--- src/rtl/fifo_rd_stream.sv ---
// fifo_rd_stream: credit-based drain of a 1-cycle-latency FIFO read port into a first-word-fall-through valid/ready stream.
// Optional word counter enabled by defining WORD_COUNT_EN.
module fifo_rd_stream #(
  parameter int DATA_WIDTH = 8,
  parameter int BUF_DEPTH = 2,
  parameter int CNT_WIDTH = 16,
  localparam int AW = $clog2(BUF_DEPTH),
  localparam int LW = AW + 1
) (
  input  logic                  rd_clk,
  input  logic                  reset,
  input  logic                  fifo_empty,
  input  logic                  fifo_valid,
  input  logic [DATA_WIDTH-1:0] fifo_r_data,
  output logic                  fifo_rd_en,
  output logic                  m_valid,
  input  logic                  m_ready,
  output logic [DATA_WIDTH-1:0] m_data,
  output logic [LW-1:0]         buf_level,
  output logic                  overrun_err
`ifdef WORD_COUNT_EN
  ,
  output logic [CNT_WIDTH-1:0]  word_count
`endif
);
  if (BUF_DEPTH < 2 || BUF_DEPTH > 8 || (BUF_DEPTH & (BUF_DEPTH - 1)) != 0 || CNT_WIDTH < 1)
    $error("fifo_rd_stream: BUF_DEPTH must be a power of two in 2..8 and CNT_WIDTH >= 1");
  logic [DATA_WIDTH-1:0] mem [BUF_DEPTH];
  logic [AW-1:0] head, tail;
  logic inflight, push, pop, full;
  logic [LW:0] need;
  assign m_valid = buf_level != '0;
  assign m_data = mem[head];
  assign pop = m_valid && m_ready;
  assign full = buf_level == LW'(BUF_DEPTH);
  // Only a solicited word is accepted; with a full buffer it needs a same-cycle pop to land.
  assign push = fifo_valid && inflight && (!full || pop);
  // A read is issued only if the word it returns is guaranteed a slot next cycle.
  assign need = {1'b0, buf_level} + (LW+1)'(inflight) + (LW+1)'(!pop);
  assign fifo_rd_en = !reset && !fifo_empty && need <= (LW+1)'(BUF_DEPTH);
  always_ff @(posedge rd_clk) begin
    if (reset) begin
      buf_level <= '0;
      head <= '0;
      tail <= '0;
      inflight <= 1'b0;
      overrun_err <= 1'b0;
    end else begin
      inflight <= fifo_rd_en;
      head <= head + AW'(pop);
      tail <= tail + AW'(push);
      buf_level <= buf_level + LW'(push) - LW'(pop);
      overrun_err <= overrun_err || (fifo_valid && full && !pop);
    end
  end
  always_ff @(posedge rd_clk)
    if (push && !reset) mem[tail] <= fifo_r_data;
`ifdef WORD_COUNT_EN
  always_ff @(posedge rd_clk)
    if (reset) word_count <= '0;
    else if (pop) word_count <= word_count + 1'b1;
`endif
endmodule

--- config.mk ---
export PLATFORM = sky130hd
export DESIGN_NAME = fifo_rd_stream
export DESIGN_NICKNAME = d
export VERILOG_FILES = /design/src/rtl/fifo_rd_stream.sv
export SDC_FILE = /design/constraint.sdc
export NUM_CORES = 1
export LEC_CHECK = 0
export CAP_MARGIN = 20
export CORE_MARGIN = 2
export CORE_UTILIZATION = 49
export DETAILED_ROUTE_END_ITERATION = 6
export GPL_ROUTABILITY_DRIVEN = 0
export PLACE_DENSITY = 0.9
export SYNTH_ARGS = -nofsm -noshare
export SYNTH_HDL_FRONTEND = slang
export SYNTH_SLANG_ARGS = --single-unit
--- constraint.sdc ---
create_clock -name rd_clk -period 4.4 [get_ports rd_clk]
set_clock_uncertainty 0.15 [all_clocks]
set_input_delay 0.88 -clock rd_clk [delete_from_list [all_inputs] [get_ports rd_clk]]
set_output_delay 0.88 -clock rd_clk [all_outputs]
set_load 0.02 [all_outputs]
==> qor.yml, run 1 <==
max_slew_margin_pct: 70.9
grt_pass1_vias: 586
grt_pass1_wl_um: 2420
syn_avg_cell_area_um2: 15.0
setup_violations: 0
combPwrFrac_pct: 35.2
overflow: 0
root_buffer: "clkbuf_4"
r2r_setup_slack_ps: 2390
ys_ff_latch: 22
grt.total_usage_pct: 15.6
dpl-instance-area_um2: 1210
drt_iter0_markers: 5
drive_above_1_share_pct: 19.8
reg2reg_from: "buf_level[0]$_SDFF_PP0_"
cts_resized: 0
io_buffers: 25
io_pins: 26
routed_wl_um: 1510
endpoint_kind: "primary output"
whs_ps: 336
vias_per_cell: 4.95
die_y_um: 47.6
floorplan.initialDensity_pct: 52.8
final_antenna_net_count: 0
path_clk_slew_ps: 120
startpoint: "m_ready"
hold_buffers: 0
final_util_pct: 72.1
firstDrtPassIters: 4
p_sw_mw: 0.195
hpwl_um: 1100
startpoint_type: "input port"
clkPwrFrac_pct: 23.2
cts_buffers: 3
netlist_area_um2: 932
seqPwrFrac_pct: 41.6
die_w_um: 47.6
core_area_um2: 1760
finalCritPeriodShare_pct: 95.6
grt_max_degree: 14
vdd_ir_drop_max_uv: 308
netlist.top_cell.by_area: "edfxtp_1"
yosysSeqAreaShare_pct: 64.4
clk_path_buf_depth: 2
ys_warn_count: 0
path_max_fanout: 3
worst_ep_required_time_ps: 3370
insertedDiodeCount: 0
min_period_ps: 4210
internal_power_mw: 0.456
placementRows: 15
tns_ps: 0
h-tree-depth: 1
hold_start: "overrun_err$_SDFF_PP0_"
grt_setup_unrepaired: "false"
synth_top_area_share_pct: 51.5
outcome: "completed"
netlist_instances: 62
synth_cell_types: 21
clock_latency_ps: 310
final_area_um2: 1270
tightest_slew_ps: 435
cap_violations: 0
total_power_mw: 0.650
fin_nets: 110
crit_end: "fifo_rd_en"
syn_nets: 80
postCtsSetupBuffers: 0
synth.top_cells.by_area: "edfxtp_1, dfxtp_1, mux2_2"
powerDensity_nw_per_um2: 511
arrival_ps: 3180
wl_per_cell_um: 13.1
via_count: 574
cts_tree: "built"
final_max_slew_viol_count: 0
drc: 0
switching_share_pct: 29.9
clkSinkCount: 22
clock.fmax_ghz: 0.238
hp-class: "register to register"
hold_viol: 0
syn_to_final_growth_pct: 36.5
p_leak_nw: 0.468
r2r_cells: 8
antenna_found_initial: 0
die-area_um2: 2270
r2r-end: "buf_level[1]$_SDFF_PP0_"
critPathKind: "input port to primary output"
## Yosys cell counts, drive strengths merged
master	count
edfxtp	16
mux2	9
dfxtp	6
nor2	6
ha	4
inv	4
nor3	3
nor2b	2
xnor2	2
a21oi	1
a31oi	1
buf	1
clkbuf	1
fa	1
nor3b	1
o21ai	1
o311ai	1
or2	1
xor2	1
## sequential cells by signal, summed over array words and instances (netlist names)
| signal | cells |
|---|---|
| buf_level | 2 |
| head | 1 |
| inflight | 1 |
| mem | 16 |
| overrun_err | 1 |
| tail | 1 |
## how the worst min path moves through the flow
stage	endpoint	slack [ps]	depth (start not counted)
2_1_floorplan	tail$_SDFF_PP0_	400	2
3_3_place_gp	overrun_err$_SDFF_PP0_	300	2
3_5_place_dp	overrun_err$_SDFF_PP0_	310	2
4_1_cts	overrun_err$_SDFF_PP0_	340	2
5_1_grt	overrun_err$_SDFF_PP0_	400	2
6_report	overrun_err$_SDFF_PP0_	340	2
## worst max-delay path, stage by stage
cell and delay, ps:
clkdlybuf4s50_1 550, o21ai_0 200, fa_1 430, ha_1 190, nor2_1 80, a21oi_1 90, nor3_1 130, clkdlybuf4s50_1 630
## cell usage in the layout (no fill, tap or decap), types with 2 or more instances in the layout
cell	n
nor2_1	6
mux2_2	8
dfxtp_1	6
nor2b_1	2
ha_1	4
nor3_1	3
xnor2_1	2
clkbuf_4	4
clkdlybuf4s50_1	25
inv_1	3
edfxtp_1	16
## logic make-up after synthesis
group           share of synthesized area (%)
flops                                    64.4
simple gates                             6.85
mux                                      11.3
buf+inv                                  2.55
fa+ha+maj                                7.52
compound gates                           4.56
xor+xnor                                 2.82
## metal layers
metal | track usage (%) | up-vias | routed length [µm]
met5 | 0 | - | 0
met1 | 16.6 | 273 | 634
met2 | 29.2 | 22 | 758
met4 | 6.49 | 0 | 17
met3 | 3.77 | 2 | 104
li1 | - | 277 | -
## final cells by class
cell class | instances | area (µm²)
clock inverter | 1 | 30.0
multi-input combinational | 34 | 308
fill | 136 | 492
sequential | 22 | 601
tap | 25 | 31.3
inverter | 4 | 15.0
timing repair buffer | 27 | 265
clock buffer | 3 | 22.5
## power groups by stage
stage	Combinational [mW]	Clock (mW)	Sequential (mW)
after floorplan	0.142	0	0.273
after global placement	0.223	0	0.275
after detailed placement	0.229	0	0.276
after CTS	0.232	0.153	0.271
after global routing	0.253	0.159	0.275
final	0.229	0.151	0.271
## per-stage QoR
stage          setup WS, ps  cells
5_1_grt                69.9    116
3_3_place_gp            241    111
4_1_cts                 182    115
3_5_place_dp            201    111
2_1_floorplan          1130     62
6_report                193    116
No activity file was read; power rests on OpenSTA's default activity.
==> run 2, diff against run 1 <==
- SLEW_MARGIN: unset -> 20
==> qor.yml, run 2 (synthesis gave the netlist of run 1 again) <==
p_leak_nw: 0.466
cap_violations: 0
io_buffers: 25
hpwl_um: 1100
antenna_found_initial: 0
root_buffer: "clkbuf_4"
startpoint: "m_ready"
path_max_fanout: 3
clkSinkCount: 22
hold_start: "overrun_err$_SDFF_PP0_"
path_clk_slew_ps: 120
final_max_slew_viol_count: 0
final_antenna_net_count: 0
outcome: "completed"
worst_ep_required_time_ps: 3370
p_sw_mw: 0.195
tightest_slew_ps: 638
largest_reg_flops: 16
endpoint_kind: "primary output"
insertedDiodeCount: 0
combPwrFrac_pct: 35.1
wl_per_cell_um: 13.2
firstDrtPassIters: 4
seqPwrFrac_pct: 41.7
drt_iter0_markers: 5
cts_buffers: 3
switching_share_pct: 30.0
grt_pass1_vias: 586
overflow: 0
die-area_um2: 2270
grt_setup_unrepaired: "false"
powerDensity_nw_per_um2: 512
cts_resized: 0
setup_violations: 0
fillers: 137
final_util_pct: 72.0
placementRows: 15
vias_per_cell: 4.99
routed_wl_um: 1520
cts_tree: "built"
core_area_um2: 1760
floorplan.initialDensity_pct: 52.8
grt_pass1_wl_um: 2420
grt_max_degree: 14
pre_cts_slack_ps: 201
clkPwrFrac_pct: 23.2
startpoint_type: "input port"
drive_above_1_share_pct: 20.0
die_w_um: 47.6
vdd_ir_drop_max_uv: 308
internal_power_mw: 0.455
cpMaxStageDelayCell: "clkdlybuf4s50_1"
die_y_um: 47.6
final_common_cell: "clkdlybuf4s50_1"
reg2reg_from: "buf_level[1]$_SDFF_PP0_"
multi_input_area_um2: 313
path_common_cell: "clkdlybuf4s50_1"
hold_viol: 0
arrival_ps: 3180
clock_latency_ps: 310
io_pins: 26
drc: 0
max_stage_delay_ps: 630
tns_ps: 0
min_period_ps: 4210
layout_common_cells: "clkdlybuf4s50_1, edfxtp_1, mux2_2"
hold_buffers: 0
setup_ws_ps: 193
postCtsSetupBuffers: 0
h-tree-depth: 1
hp-class: "register to register"
grt.total_usage_pct: 15.6
finalCritPeriodShare_pct: 95.6
top_register: "mem"
critPathKind: "input port to primary output"
syn_to_final_growth_pct: 36.2
register_area_um2: 601
clock.fmax_ghz: 0.238
clk_path_buf_depth: 2
top_regs: "mem x16, buf_level x2"
via_count: 574
fin_nets: 109
crit_chain: "clkdlybuf4s50_1 -> o21ai_0 -> fa_1 -> ha_1 -> nor2_1 -> a21oi_1 -> nor3_1 -> clkdlybuf4s50_1"
max_slew_margin_pct: 57.2
[run 2: cell count changes in the layout (fill, tap and decap cells not counted), sizes merged]
cell	previous run	this run
clkbuf	4	3
[run 2: area by class of cell]
| cell class | instances | share of cell area [%] |
|---|---|---|
| flip-flops and latches | 22 | 47.3 |
| multi-input cells | 34 | 24.6 |
| repair buffers | 26 | 20.3 |
| well taps | 25 | 2.46 |
| clock inverters | 1 | 2.36 |
| clock buffers | 3 | 1.77 |
| inverters | 4 | 1.18 |
[run 2: power groups by stage]
stage | Clock (mW) | Combinational (mW) | Sequential [mW]
finish | 0.151 | 0.229 | 0.271
global route | 0.159 | 0.252 | 0.275
floorplan | 0 | 0.142 | 0.273
CTS | 0.153 | 0.232 | 0.271
global placement | 0 | 0.223 | 0.275
detailed placement | 0 | 0.229 | 0.276
[run 2: path summary, 6_finish.rpt]
path                             endpoint  slack (ps)  depth (start not counted)
setup reg to reg  buf_level[1]$_SDFF_PP0_        2380                          8
hold / removal     overrun_err$_SDFF_PP0_         340                          2
hold reg to reg    overrun_err$_SDFF_PP0_         340                          2
setup / recovery               fifo_rd_en         190                          8
[run 2: metal layers]
layer | wire length (µm) | vias up | GRT usage (%)
li1 | - | 274 | -
met1 | 637 | 276 | 16.6
met2 | 762 | 22 | 29.2
met3 | 104 | 2 | 3.77
met4 | 17 | 0 | 6.49
met5 | 0 | - | 0
[run 2: per-stage QoR]
step,cells,hold slack [ps],instance area [µm²],total power [mW]
after floorplan,62,404,932,0.415
after global placement,111,304,1210,0.498
after detailed placement,111,314,1210,0.505
after CTS,115,341,1260,0.656
after global routing,115,401,1270,0.687
final,115,336,1270,0.651
[run 2: critical path: cells and delay by family]
| family | cells | cell delay (ps) |
|---|---|---|
| fa+ha+maj | 2 | 620 |
| buf+inv | 2 | 1180 |
| compound gates | 2 | 290 |
| simple gates | 2 | 210 |
